[src/rtl/two_port_ram_be.sv]
// two_port_ram_be: simple dual-port LUT RAM with one byte-enabled write
// port and one read port. A built-in clear engine sweeps every word to
// CLR_VALUE after reset and whenever clr is pulsed; writes are ignored and
// reads return zero while the sweep runs.
// Build option RAM_RD_REG_EN: when defined, r_data is registered (one cycle
// of read latency); when undefined, r_data is combinational from r_add.
module two_port_ram_be #(
   parameter  int                 A_WIDTH   = 4,
   parameter  int                 D_WIDTH   = 32,
   localparam int                 BE_WIDTH  = D_WIDTH / 8,
   parameter  logic [D_WIDTH-1:0] CLR_VALUE = '0,
   parameter  int                 BYPASS    = 0
) (
   input  logic                clk,
   input  logic                rst_n,
   input  logic                clr,
   input  logic                we,
   input  logic [BE_WIDTH-1:0] w_be,
   input  logic [A_WIDTH-1:0]  w_add,
   input  logic [D_WIDTH-1:0]  w_data,
   input  logic [A_WIDTH-1:0]  r_add,
   output logic [D_WIDTH-1:0]  r_data,
   output logic                busy
);

   localparam int DEPTH = 1 << A_WIDTH;

   typedef enum logic {
      CLEAR = 1'b0,
      READY = 1'b1
   } state_t;

   state_t               state;
   logic [A_WIDTH-1:0]   clr_cnt;
   logic [D_WIDTH-1:0]   mem [DEPTH];
   logic                 wr_ok;
   logic                 bypass_hit;
   logic [D_WIDTH-1:0]   rd_word;
   logic [D_WIDTH-1:0]   rd_value;

   // busy is taken straight from the state register, so it never glitches
   assign busy       = (state == CLEAR);
   assign wr_ok      = (state == READY) && !clr && we;
   assign bypass_hit = (BYPASS != 0) && wr_ok && (r_add == w_add);

   // Clear-engine FSM: sweep clr_cnt over every address, then sit in READY
   // until another clear request; a request mid-sweep restarts from zero
   always_ff @(posedge clk or negedge rst_n) begin
      if (!rst_n) begin
         state   <= CLEAR;
         clr_cnt <= '0;
      end else begin
         case (state)
            CLEAR: begin
               if (clr) begin
                  clr_cnt <= '0;
               end else if (clr_cnt == A_WIDTH'(DEPTH - 1)) begin
                  state   <= READY;
               end else begin
                  clr_cnt <= clr_cnt + A_WIDTH'(1);
               end
            end
            READY: begin
               if (clr) begin
                  state   <= CLEAR;
                  clr_cnt <= '0;
               end
            end
            default: begin
               state   <= CLEAR;
               clr_cnt <= '0;
            end
         endcase
      end
   end

   // Storage update: the sweep owns the array while clearing, otherwise
   // accepted writes update only the enabled byte lanes
   always_ff @(posedge clk) begin
      if (state == CLEAR) begin
         mem[clr_cnt] <= CLR_VALUE;
      end else if (wr_ok) begin
         for (int i = 0; i < BE_WIDTH; i++) begin
            if (w_be[i]) begin
               mem[w_add][8*i +: 8] <= w_data[8*i +: 8];
            end
         end
      end
   end

   // Read path: stored word, overlaid with enabled write bytes on a bypass
   // hit, and forced to zero while the clear engine is running
   always_comb begin
      rd_word = mem[r_add];
      if (bypass_hit) begin
         for (int i = 0; i < BE_WIDTH; i++) begin
            if (w_be[i]) begin
               rd_word[8*i +: 8] = w_data[8*i +: 8];
            end
         end
      end
      rd_value = busy ? '0 : rd_word;
   end

`ifdef RAM_RD_REG_EN
   // Registered read output: captures the read value on every edge, so a
   // bypassed write shows up at the same edge that performs it
   always_ff @(posedge clk or negedge rst_n) begin
      if (!rst_n) begin
         r_data <= '0;
      end else begin
         r_data <= rd_value;
      end
   end
`else
   assign r_data = rd_value;
`endif

endmodule

[config.mk]
export PLATFORM = sky130hd
export DESIGN_NAME = two_port_ram_be
export DESIGN_NICKNAME = d
export VERILOG_FILES = /design/src/rtl/two_port_ram_be.sv
export SDC_FILE = /design/constraint.sdc
export NUM_CORES = 1
export LEC_CHECK = 0
export CORE_UTILIZATION = 50
export CTS_CLUSTER_DIAMETER = 50
export DETAILED_ROUTE_END_ITERATION = 8
export PLACE_DENSITY = 0.75
export SLEW_MARGIN = 20
export SYNTH_ARGS = -nofsm -noshare
export SYNTH_HDL_FRONTEND = slang
export SYNTH_SLANG_ARGS = --single-unit
export TNS_END_PERCENT = 30
[constraint.sdc]
create_clock -name clk -period 3 [get_ports clk]
set_input_delay 0.45 -clock clk [delete_from_list [all_inputs] [get_ports clk]]
set_output_delay 0.45 -clock clk [all_outputs]
set_load 0.03 [all_outputs]
# ---- Word-level counts from Yosys, hierarchy flattened
# Memory sizes are Yosys's and may differ from the RTL's.
# Index checks and enable logic that the tools add are counted.
dict set report word_totals {
  n_memories 1
  register_bits 5
  ram_bits 512
  output_inout_bits 33
}
dict set report op_classes {
  eq_ne 3
  add_sub_neg 1
  mux 29
  reduce_logical 5
  bitwise_logic 1
}
# name depth width rd rd_clocked_by_memory_dff write_ports line_no
set memory_table {}
lappend memory_table {mem 16 32 1 0 1 35} ;# logic [D_WIDTH-1:0] mem [DEPTH];
# op count
set op_table {}
lappend op_table {{32-bit two-way mux} 2}
lappend op_table {{32-bit OR reduction} 1}
lappend op_table {{1-bit two-way mux} 20}
lappend op_table {{4-bit two-way mux} 5}
lappend op_table {{4-bit case mux with 2 select lines} 1}
lappend op_table {{4-bit by 1-bit adder with 4-bit output, second input constant} 1}
lappend op_table {{4-bit == test, second input constant} 1}
lappend op_table {{3-bit inequality test, second input constant} 1}
lappend op_table {{1-bit logical AND} 2}
lappend op_table {{2-bit inequality test, second input constant} 1}
lappend op_table {{1-bit case mux with 2 select lines} 1}
lappend op_table {{2-bit AND reduction} 1}
lappend op_table {{1-bit zero test} 1}
lappend op_table {{1-bit inverter} 1}

# ---- Depth between registers and ports, before layout
# Gate-level depths: netlist of the first run.
dict set report depth {
  word_depth 8
  ltp_mapped 8
  ltp_nobuf 5
}

# ---- Worst setup path after synthesis of the first run
# OpenSTA, ideal clock, no wires.
dict set report synth_timing {
  kind {input-to-reg}
  from {input w_be[0]}
  to {memory mem[10][24], enable pin}
  setup_time_ns 0.383
  path_slack_ns 0.192
  required_time_ns 2.617
  n_path_buf 3
  cell_stages 7
  arrival_ns 2.424
  cell_sequence {or4_1 > and3_1 > buf_6 > buf_6 > mux2i_4 > buf_6 > nor3_1}
}
dict set report synth_via {
  elab_chain_len 6
  elab_cells_between_ends 7
  cone_classes {6 x mux; 1 x reduce/logical}
}
# element line_no
set synth_rtl {}
lappend synth_rtl {{start, declared} 18} ;# input logic [BE_WIDTH-1:0] w_be,
lappend synth_rtl {{1-bit two-way mux (*)} 84} ;# if (w_be[i]) begin
lappend synth_rtl {{1-bit two-way mux (*)} 82} ;# end else if (wr_ok) begin
lappend synth_rtl {{1-bit two-way mux (*)} 80} ;# if (state == CLEAR) begin
lappend synth_rtl {{1-bit two-way mux (implied by the code) (*)} 85} ;# mem[w_add][8*i +: 8] <= w_data[8*i +: 8];
lappend synth_rtl {{32-bit OR reduction (no source line) (*)} -}
lappend synth_rtl {{4-bit two-way mux (no source line)} -}
lappend synth_rtl {{end, declared} 35}
# Mark *: on every way between the ends. The rest lies on a longest branch, timed or not.

# ---- Worst setup path in the final report of the first run
dict set report layout_timing {
  from {input r_add[2]}
  to {output r_data[16]}
}
dict set report layout_via {
  elab_chain_len 2
}
# element line_no
set layout_rtl {}
lappend layout_rtl {{start, declared} 21} ;# input logic [A_WIDTH-1:0] r_add,
lappend layout_rtl {{memory read 16 x 32 bit} -}
lappend layout_rtl {{32-bit two-way mux} 102} ;# rd_value = busy ? '0 : rd_word;
lappend layout_rtl {{end, declared} 22} ;# output logic [D_WIDTH-1:0] r_data,
# Every way passes these cells.

==> impl_metrics.env, run 1 <==
export IMPL_grtUsageTotal_pct=21.9
export IMPL_cts_tree="yes"
export IMPL_cts_buffers=52
export IMPL_cp_common_cell="buf_4"
export IMPL_grt_overflow=0
export IMPL_worstRegToRegCells=5
export IMPL_ys_flop_type="edfxtp_1"
export IMPL_max_freq_mhz=335
export IMPL_p_per_area_nw_per_um2=611
export IMPL_worstSetupPathType="in2out"
export IMPL_finalHoldViolations=0
export IMPL_grt_pass1_wl_um=68700
export IMPL_yosysSeqAreaShare_pct=74.6
export IMPL_path_cells="clkdlybuf4s50_1 > buf_4 > nor2b_4 > buf_4 > a221oi_1 > o21ai_0 > buf_4 > o21ai_0 > buf_4"
export IMPL_worstPathArrival_ns=2.53
export IMPL_synth_area_um2=20800
export IMPL_first_iter_violations=954
export IMPL_syn_nets=1250
export IMPL_async_flop_share_pct=0.967
export IMPL_synthesis_instances=1201
export IMPL_placed_cell_area_um2=22800
export IMPL_critPathLaunchType="input port"
export IMPL_max_slew_worst_pin_slew_ns=0.833
export IMPL_drt_antenna_violating_nets=0
export IMPL_fp_coreArea_um2=40900
export IMPL_rsz0062_at_grt="true"
export IMPL_drive_gt1_share_pct=18.5
export IMPL_postSynthAreaPerCell_um2=17.3
export IMPL_setup_ws_ns=0.0181
export IMPL_r2r_end="mem[10][31]"
export IMPL_path_clk_slew_ns=0.06
export IMPL_finalSetupViolCount=0
export IMPL_die_width_um=206
export IMPL_synth_top_area_share_pct=74.0
export IMPL_antenna_found_initial=2
export IMPL_dp_hpwl_um=28700
export IMPL_finalPower_uw=15000
export IMPL_synth_edf_count=512
export IMPL_min_period_ns=2.98
export IMPL_vias=11300
export IMPL_wl_per_cell_um=23.4
export IMPL_fp_dieArea_um2=42400
export IMPL_viasPerCell=5.79
export IMPL_cts_root_buf="clkbuf_16"
export IMPL_fin_crit_sh_pct=99.4
export IMPL_grt_max_degree=49
export IMPL_yosys_register_bits=517
export IMPL_ys_top_cells_by_area="edfxtp_1 (74%), mux2i_1 (11%), a22oi_1 (3.9%)"
export IMPL_clkLatencyLatePin_ns=0.57
export IMPL_start_util_pct=50.8
export IMPL_drc=0
export IMPL_clock_sinks=517
export IMPL_fin_area_um2=24500
export IMPL_fin_nets=1430
export IMPL_cpPeakStageDelay_ns=0.45
export IMPL_relSlewSlack_pct=44.5
export IMPL_clockBufferDepth=3
export IMPL_cap_violations=0
export IMPL_synth_most_common_cell="edfxtp_1"
export IMPL_hold_class="in2async"
export IMPL_leakagePower_uw=0.00949
export IMPL_io_pins=81
export IMPL_fp_row_count=74
export IMPL_critical_path_required_ns=2.55
export IMPL_portBuffers=80
export IMPL_crit_slowest_cell="clkdlybuf4s50_1"
export IMPL_peakVddDrop_mv=0.369
export IMPL_crit_fanout=32
export IMPL_yosysTopAreaCell="edfxtp_1"
export IMPL_synth_top_cells_by_count="edfxtp_1 (512), mux2i_1 (237), a22oi_1 (108)"
export IMPL_synth_cell_type_count=32
export IMPL_ys_warn_count=0
export IMPL_finClkSkew_ns=0.0174
export IMPL_cts_max_level=2
export IMPL_dpl_worst_slack_ns=-0.160
export IMPL_die_h_um=206
export IMPL_status="finished clean"
export IMPL_drt_total_wl_um=45600
export IMPL_rr_startpoint="state"
export IMPL_endpoint_kind="primary output"
export IMPL_slew_violations=0
export IMPL_r2r_setup_slack_ns=0.68
export IMPL_detail_route_first_pass_iterations=5
export IMPL_grt_pass1_vias=11600
export IMPL_tns_ns=0
export IMPL_globalplace_congestion=0.770
export IMPL_area_growth_pct=17.7
export IMPL_utilization_pct=59.8
==> state kept, by name, indices dropped and copies added (netlist names) <==
signal and count:
clr_cnt 4, mem 512, state 1
==> kinds of logic (layout without fill, tap and decap cells) <==
| logic type | after synthesis | after routing | share of synthesized area (%) |
|---|---|---|---|
| AOI/OAI and AO/OA | 167 | 167 | 5.66 |
| xor gates and xnor gates | 2 | 2 | 0.0843 |
| adders and majority gates | 1 | 1 | 0.0602 |
| buffers and inverters | 79 | 294 | 1.92 |
| DFF | 517 | 517 | 74.6 |
| muxes | 255 | 255 | 13.3 |
| other | 0 | 2 | 0 |
| and+or+nand+nor | 180 | 180 | 4.39 |
==> stage by stage <==
stage,hold slack (ns),std cells
floorplan,0.154,1201
global placement,0.611,1859
detailed placement,0.658,1859
CTS,0.120,1948
global route,0.132,1948
finish,0.124,1950
==> power by group <==
part           internal (uW)  switching [uW]  leakage (uW)  total [uW]
Sequential              7990            40.0       0.00548        8030
Clock                   3550            2570      0.000790        6130
Combinational            334             462       0.00322         796
Total                  11900            3080       0.00949       15000
==> routing by layer <==
| metal | track usage, % | vias to the layer above | share of wire (%) |
|---|---|---|---|
| li1 | - | 5140 | - |
| met1 | 29.1 | 5721 | 42 |
| met2 | 37.4 | 358 | 50 |
| met3 | 3.22 | 73 | 5.9 |
| met4 | 6.30 | 0 | 2.3 |
| met5 | 0 | - | 0 |
==> layout make-up <==
class                      count  area [um2]
inverter                       2        7.51
clock inverter                30         256
sequential                   517       15500
fill                        2990       16500
timing repair buffer         203        1760
antenna                        2        5.00
clock buffer                  59        1350
tap                          532         666
multi-input combinational    605        4920
==> critical path, delay by kind of cell <==
kind | cells | cell delay [ns]
AOI/OAI and AO/OA | 3 | 0.42
buffers and inverters | 5 | 1.42
and+or+nand+nor | 1 | 0.19
==> worst max path at each step <==
| stage | slack [ns] | startpoint | end | depth (start not counted) |
|---|---|---|---|---|
| 6_report | 0.02 | r_add[2] | r_data[16] | 9 |
| 5_1_grt | -0.02 | r_add[2] | r_data[31] | 8 |
| 4_1_cts | 0.01 | r_add[1] | r_data[9] | 9 |
| 3_5_place_dp | -0.16 | w_be[0] | mem[10][31] | 7 |
| 3_3_place_gp | -0.16 | w_be[0] | mem[10][31] | 7 |
| 2_1_floorplan | 0.19 | w_be[0] | mem[10][24] | 7 |
==> repair_timing <==
item	4_1_cts	5_1_grt
pin swaps	0	0
buffers inserted	0	0
hold buffers	0	0
endpoints found under the setup margin	10	17
resized for setup	2	7
hold endpoints to repair	0	0
==> placed cells by master (no fill, tap or decap), types with 11 or more instances in the layout <==
cell / synthesis / final
a22oi_1: 108 / 106
buf_4: 1 / 144
clkbuf_16: 0 / 53
mux2i_1: 237 / 237
nor3_1: 57 / 57
and2_1: 33 / 32
clkinv_2: 0 / 11
nand2_1: 59 / 59
o21ai_0: 20 / 17
edfxtp_1: 512 / 512
clkdlybuf4s50_1: 0 / 46
o22ai_1: 22 / 22
No activity file was read; power rests on OpenSTA's default activity.
==> run 2, diff against run 1 <==
==> constraint.sdc (replaced) <==
create_clock -name clk -period 3 [get_ports clk]
set_input_delay 0.45 -clock clk [delete_from_list [all_inputs] [get_ports clk]]
set_output_delay 0.45 -clock clk [all_outputs]
set_load 0.1 [all_outputs]
==> run 2 against run 1 <==
Effect of this change: worst hold slack lost 0.032 ns; critical endpoint is now r_data[18]; count of clock-buffer cells in the layout grew 3; via count grew 2.5%; core utilization grew 1.6 points; critical path depth shrank 1; power grew 1.7%; routed wire length grew 0.46%; sequential power is essentially flat; sequential share of layout area shrank 1.7 points; cell count grew 0.31%.
==> impl_metrics.env, run 2 (synthesized netlist as in run 1, its figures left out) <==
export IMPL_leakagePower_uw=0.00967
export IMPL_grt_max_degree=33
export IMPL_endpoint_kind="primary output"
export IMPL_grt_pass1_wl_um=69800
export IMPL_critical_path_required_ns=2.55
export IMPL_hold_class="in2async"
export IMPL_dp_hpwl_um=28300
export IMPL_drive_gt1_share_pct=19.8
export IMPL_utilization_pct=61.4
export IMPL_drc=0
export IMPL_vias=11600
export IMPL_largest_reg_flops=512
export IMPL_die_width_um=206
export IMPL_finalSetupViolCount=0
export IMPL_fp_dieArea_um2=42400
export IMPL_cts_buffers=52
export IMPL_cts_root_buf="clkbuf_16"
export IMPL_max_slew_worst_pin_slew_ns=0.865
export IMPL_cap_violations=0
export IMPL_detail_route_first_pass_iterations=5
export IMPL_antenna_found_initial=1
export IMPL_dp_cells=1856
export IMPL_path_clk_slew_ns=0.06
export IMPL_holdWs_ns=0.0920
export IMPL_layout_commonest_cell="edfxtp_1"
export IMPL_worstPathArrival_ns=2.50
export IMPL_rsz0062_at_grt="true"
export IMPL_relSlewSlack_pct=41.1
export IMPL_peakVddDrop_mv=0.430
export IMPL_max_freq_mhz=339
export IMPL_drt_total_wl_um=45800
export IMPL_fin_crit_sh_pct=98.4
export IMPL_slew_violations=0
export IMPL_largestRegisters="mem (512), clr_cnt (4), state (1)"
export IMPL_fin_nets=1432
export IMPL_min_period_ns=2.95
export IMPL_area_growth_pct=21.0
export IMPL_layoutNonFillerInstCount=1956
export IMPL_clkLatencyLatePin_ns=0.59
export IMPL_viasPerCell=5.92
export IMPL_worstSetupPathType="in2out"
export IMPL_start_util_pct=50.8
export IMPL_finalHoldViolations=0
export IMPL_antenna_cells_inserted=0
export IMPL_fp_coreArea_um2=40900
export IMPL_top_register="mem"
export IMPL_critPathLaunchType="input port"
export IMPL_finClkSkew_ns=0.0178
export IMPL_tns_ns=0
export IMPL_die_h_um=206
export IMPL_crit_fanout=32
export IMPL_wl_per_cell_um=23.4
export IMPL_fp_row_count=74
export IMPL_final_cell_mix="edfxtp_1 (512), mux2i_1 (237), a22oi_1 (107)"
export IMPL_drt_antenna_violating_nets=0
export IMPL_first_iter_violations=1072
export IMPL_finalPower_uw=15200
export IMPL_p_per_area_nw_per_um2=605
export IMPL_portBuffers=80
export IMPL_cts_max_level=2
export IMPL_io_pins=81
export IMPL_grt_pass1_vias=11900
export IMPL_clockBufferDepth=3
export IMPL_status="finished clean"
export IMPL_grt_overflow=0
export IMPL_grtUsageTotal_pct=22.4
export IMPL_globalplace_congestion=0.831
export IMPL_clock_sinks=517
export IMPL_cts_tree="yes"
run 2: cell types whose count changed in the layout (fill, tap and decap cells not counted), moves of 3 or more:
cell / previous run / this run
o22ai_2: 0 / 6
buf_12: 8 / 48
clkbuf_1: 6 / 9
o21ai_0: 17 / 7
o22ai_1: 22 / 16
o21ai_2: 0 / 9
buf_4: 144 / 106
inv_6: 1 / 4
run 2: timing repair:
action,in CTS,in global routing
endpoints found under the setup margin,30,9
gates resized for setup,8,6
pin swaps,1,0
hold buffers,0,0
gates cloned,2,0
hold endpoints to repair,0,0
buffers inserted,3,0
run 2: report_power, final:
| part | switching (uW) | total, uW | internal, uW |
|---|---|---|---|
| combinational | 480 | 834 | 354 |
| sequential | 35.6 | 8020 | 7990 |
| clock | 2600 | 6350 | 3740 |
| total | 3120 | 15200 | 12100 |
run 2: cell type report:
type	count	area, um2
Multi-Input combinational cell	607	5010
Clock buffer	62	1360
Tap cell	532	666
Timing Repair Buffer	203	2270
Sequential cell	517	15500
Clock inverter	33	318
Inverter	2	7.51
Fill cell	2879	15800
run 2: stage by stage:
stage               setup WS (ns)  area, um2
global placement           -0.339      23300
CTS                       0.00882      25100
global route              -0.0144      25100
detailed placement         -0.253      23400
floorplan                  -0.524      20800
finish                     0.0493      25100
run 2: worst max-delay path, cell delays in order:
cell,delay (ns)
clkdlybuf4s50_1,0.55
buf_4,0.23
nor2b_4,0.07
buf_12,0.18
a221oi_1,0.37
o21ai_0,0.28
o21ai_2,0.16
buf_12,0.20
run 2: path summary, 6_finish.rpt:
| check | depth (start not counted) | slack (ns) | end | from |
|---|---|---|---|---|
| worst max-delay path | 8 | 0.05 | r_data[18] | r_add[1] |
| worst min-delay path | 1 | 0.09 | state | rst_n |
| worst max register to register | 5 | 0.65 | mem[5][16] | state |
| worst min register to register | 2 | 0.63 | clr_cnt[3] | clr_cnt[3] |
| max in group asynchronous | 1 | 2.71 | clr_cnt[0] | rst_n |
| min in group clk | 3 | 0.58 | clr_cnt[1] | clr |
run 2: routing by layer:
| metal | part of all wire, % | vias to the layer above | GRT usage (%) |
|---|---|---|---|
| li1 | - | 5157 | - |
| met1 | 39 | 5908 | 28.8 |
| met2 | 52 | 424 | 39.0 |
| met3 | 6.3 | 87 | 3.03 |
| met4 | 2.8 | 0 | 7.93 |
| met5 | 0 | - | 0 |
==> run 3, diff against run 2 <==
--- a/config.mk
+++ b/config.mk
@@ -5,6 +5,7 @@
 export SDC_FILE = /design/constraint.sdc
 export NUM_CORES = 1
 export LEC_CHECK = 0
+export CORE_MARGIN = 3
 export CORE_UTILIZATION = 50
 export CTS_CLUSTER_DIAMETER = 50
 export DETAILED_ROUTE_END_ITERATION = 8
==> run 3 against run 2 <==
Effect of this change: highest routed layer is now met5; power increased by 2.0%; final area is 2.3% higher; combinational power up 5.2%; critical path type unchanged.
==> impl_metrics.env, run 3 (synthesized netlist as in run 1, its figures left out) <==
export IMPL_min_period_ns=2.90
export IMPL_portBuffers=80
export IMPL_grt_pass1_wl_um=73200
export IMPL_worstPathArrival_ns=2.45
export IMPL_max_slew_worst_pin_slew_ns=0.827
export IMPL_cts_root_buf="clkbuf_16"
export IMPL_cts_setup_buffers=0
export IMPL_holdWs_ns=0.0905
export IMPL_grtUsageTotal_pct=22.2
export IMPL_die_h_um=210
export IMPL_final_cell_mix="edfxtp_1 (512), mux2i_1 (237), buf_4 (125)"
export IMPL_die_width_um=210
export IMPL_max_freq_mhz=345
export IMPL_finClkSkew_ns=0.0231
export IMPL_clkLatencyLatePin_ns=0.58
export IMPL_largestRegisters="mem (512), clr_cnt (4), state (1)"
export IMPL_clockBufferDepth=3
export IMPL_crit_slowest_cell="clkdlybuf4s50_1"
export IMPL_vias=11800
export IMPL_rsz0062_at_grt="false"
export IMPL_status="finished clean"
export IMPL_fin_nets=1468
export IMPL_area_growth_pct=23.7
export IMPL_antenna_found_initial=2
export IMPL_grt_pass1_vias=11700
export IMPL_fin_crit_sh_pct=96.7
export IMPL_cp_common_cell="buf_4"
export IMPL_critical_path_top_delay_family="buffers and inverters"
export IMPL_first_iter_violations=1181
export IMPL_path_buf_inv=4
export IMPL_cap_violations=0
export IMPL_layout_commonest_cell="edfxtp_1"
export IMPL_worstSetupPathType="in2out"
export IMPL_grt_overflow=0
export IMPL_p_per_area_nw_per_um2=603
export IMPL_drc=0
export IMPL_crit_fanout=16
export IMPL_drive_gt1_share_pct=21.8
export IMPL_largest_reg_flops=512
export IMPL_wl_per_cell_um=25.0
export IMPL_hold_class="in2async"
export IMPL_path_cells="clkdlybuf4s50_1 > buf_4 > nor2b_4 > buf_4 > a221oi_2 > o21ai_0 > o21ai_1 > buf_12"
export IMPL_finalHoldViolations=0
export IMPL_cpPeakStageDelay_ns=0.44
export IMPL_drt_antenna_violating_nets=0
export IMPL_peakVddDrop_mv=0.364
export IMPL_grt_max_degree=33
export IMPL_critPathLaunchType="input port"
export IMPL_critical_path_required_ns=2.55
export IMPL_globalplace_congestion=0.851
export IMPL_cts_buffers=50
export IMPL_endpoint_kind="primary output"
export IMPL_top_register="mem"
export IMPL_utilization_pct=62.8
export IMPL_start_util_pct=50.8
export IMPL_fp_coreArea_um2=40900
export IMPL_relSlewSlack_pct=43.7
export IMPL_finalSetupViolCount=0
export IMPL_cts_tree="yes"
export IMPL_io_pins=81
export IMPL_leakagePower_uw=0.00996
export IMPL_path_clk_slew_ns=0.06
export IMPL_detail_route_first_pass_iterations=5
export IMPL_viasPerCell=5.93
export IMPL_antenna_cells_inserted=0
export IMPL_dp_hpwl_um=31700
export IMPL_fp_row_count=74
export IMPL_drt_total_wl_um=49700
export IMPL_clock_sinks=517
export IMPL_fp_dieArea_um2=44000
export IMPL_cts_max_level=2
export IMPL_slew_violations=0
[run 3: cell count changes in the layout (fill, tap and decap cells not counted), sizes merged]
cell and delta:
clkbuf -6, nor2 -1, buf +40, clkdlybuf4s50 +1, dlygate4sd2 -1, clkinv -2, nor2b -1, clkinvlp +1
inv +1, bufinv +4
[run 3: power breakdown]
part / leakage [uW] / total, uW / switching [uW] / internal (uW)
Clock: 0.000853 / 6600 / 2660 / 3940
Combinational: 0.00362 / 877 / 492 / 385
Sequential: 0.00548 / 8030 / 40.2 / 7990
Total: 0.00996 / 15500 / 3190 / 12300
[run 3: path summary, 6_finish.rpt]
check                        endpoint  slack [ns]        from  depth (start not counted)
setup reg to reg           mem[1][16]        0.76       state                          5
hold reg to reg            clr_cnt[3]        0.68  clr_cnt[3]                          2
max in group asynchronous  clr_cnt[1]        2.70       rst_n                          1
min in group clk                state        0.55         clr                          3
hold / removal             clr_cnt[0]        0.09       rst_n                          1
setup / recovery           r_data[17]         0.1    r_add[2]                          8
[run 3: worst register-to-register path, stage by stage (launching register included)]
cell and delay, ns:
dfrtp_1 0.46, and3_2 0.26, buf_12 0.17, mux2i_4 0.73, nor3_1 0.16, buf_4 0.22
[run 3: what timing repair did]
item,in CTS,in global routing
resized for setup,0,1
hold buffers,0,0
setup endpoints to repair,0,1
[run 3: area by class of cell]
class / count / area, um2
Clock inverter: 37 / 469
Clock buffer: 56 / 1270
Multi-Input combinational cell: 605 / 4950
Inverter: 2 / 7.51
Tap cell: 532 / 666
Fill cell: 2775 / 15200
Sequential cell: 517 / 15500
Timing Repair Buffer: 243 / 2840
[run 3: metrics by stage]
step / cell area (um2) / setup TNS (ns) / cells / total power (uW) / setup WS (ns)
floorplan: 20800 / -11.30 / 1201 / 8660 / -0.524
global placement: 24000 / -72.94 / 1899 / 9020 / -0.221
detailed placement: 24000 / -72.61 / 1899 / 9040 / -0.201
CTS: 25700 / 0 / 1992 / 15600 / 0.00199
global route: 25700 / 0 / 1992 / 15900 / 0.0454
finish: 25700 / 0 / 1992 / 15500 / 0.0984
[run 3: metal layers]
layer	share of wire [%]	GRT usage, %	wire [um]
met1	40	30.3	19900
met5	0.030	0	15
met4	3.2	7.25	1590
met3	7.7	3.92	3810
met2	49	36.6	24400
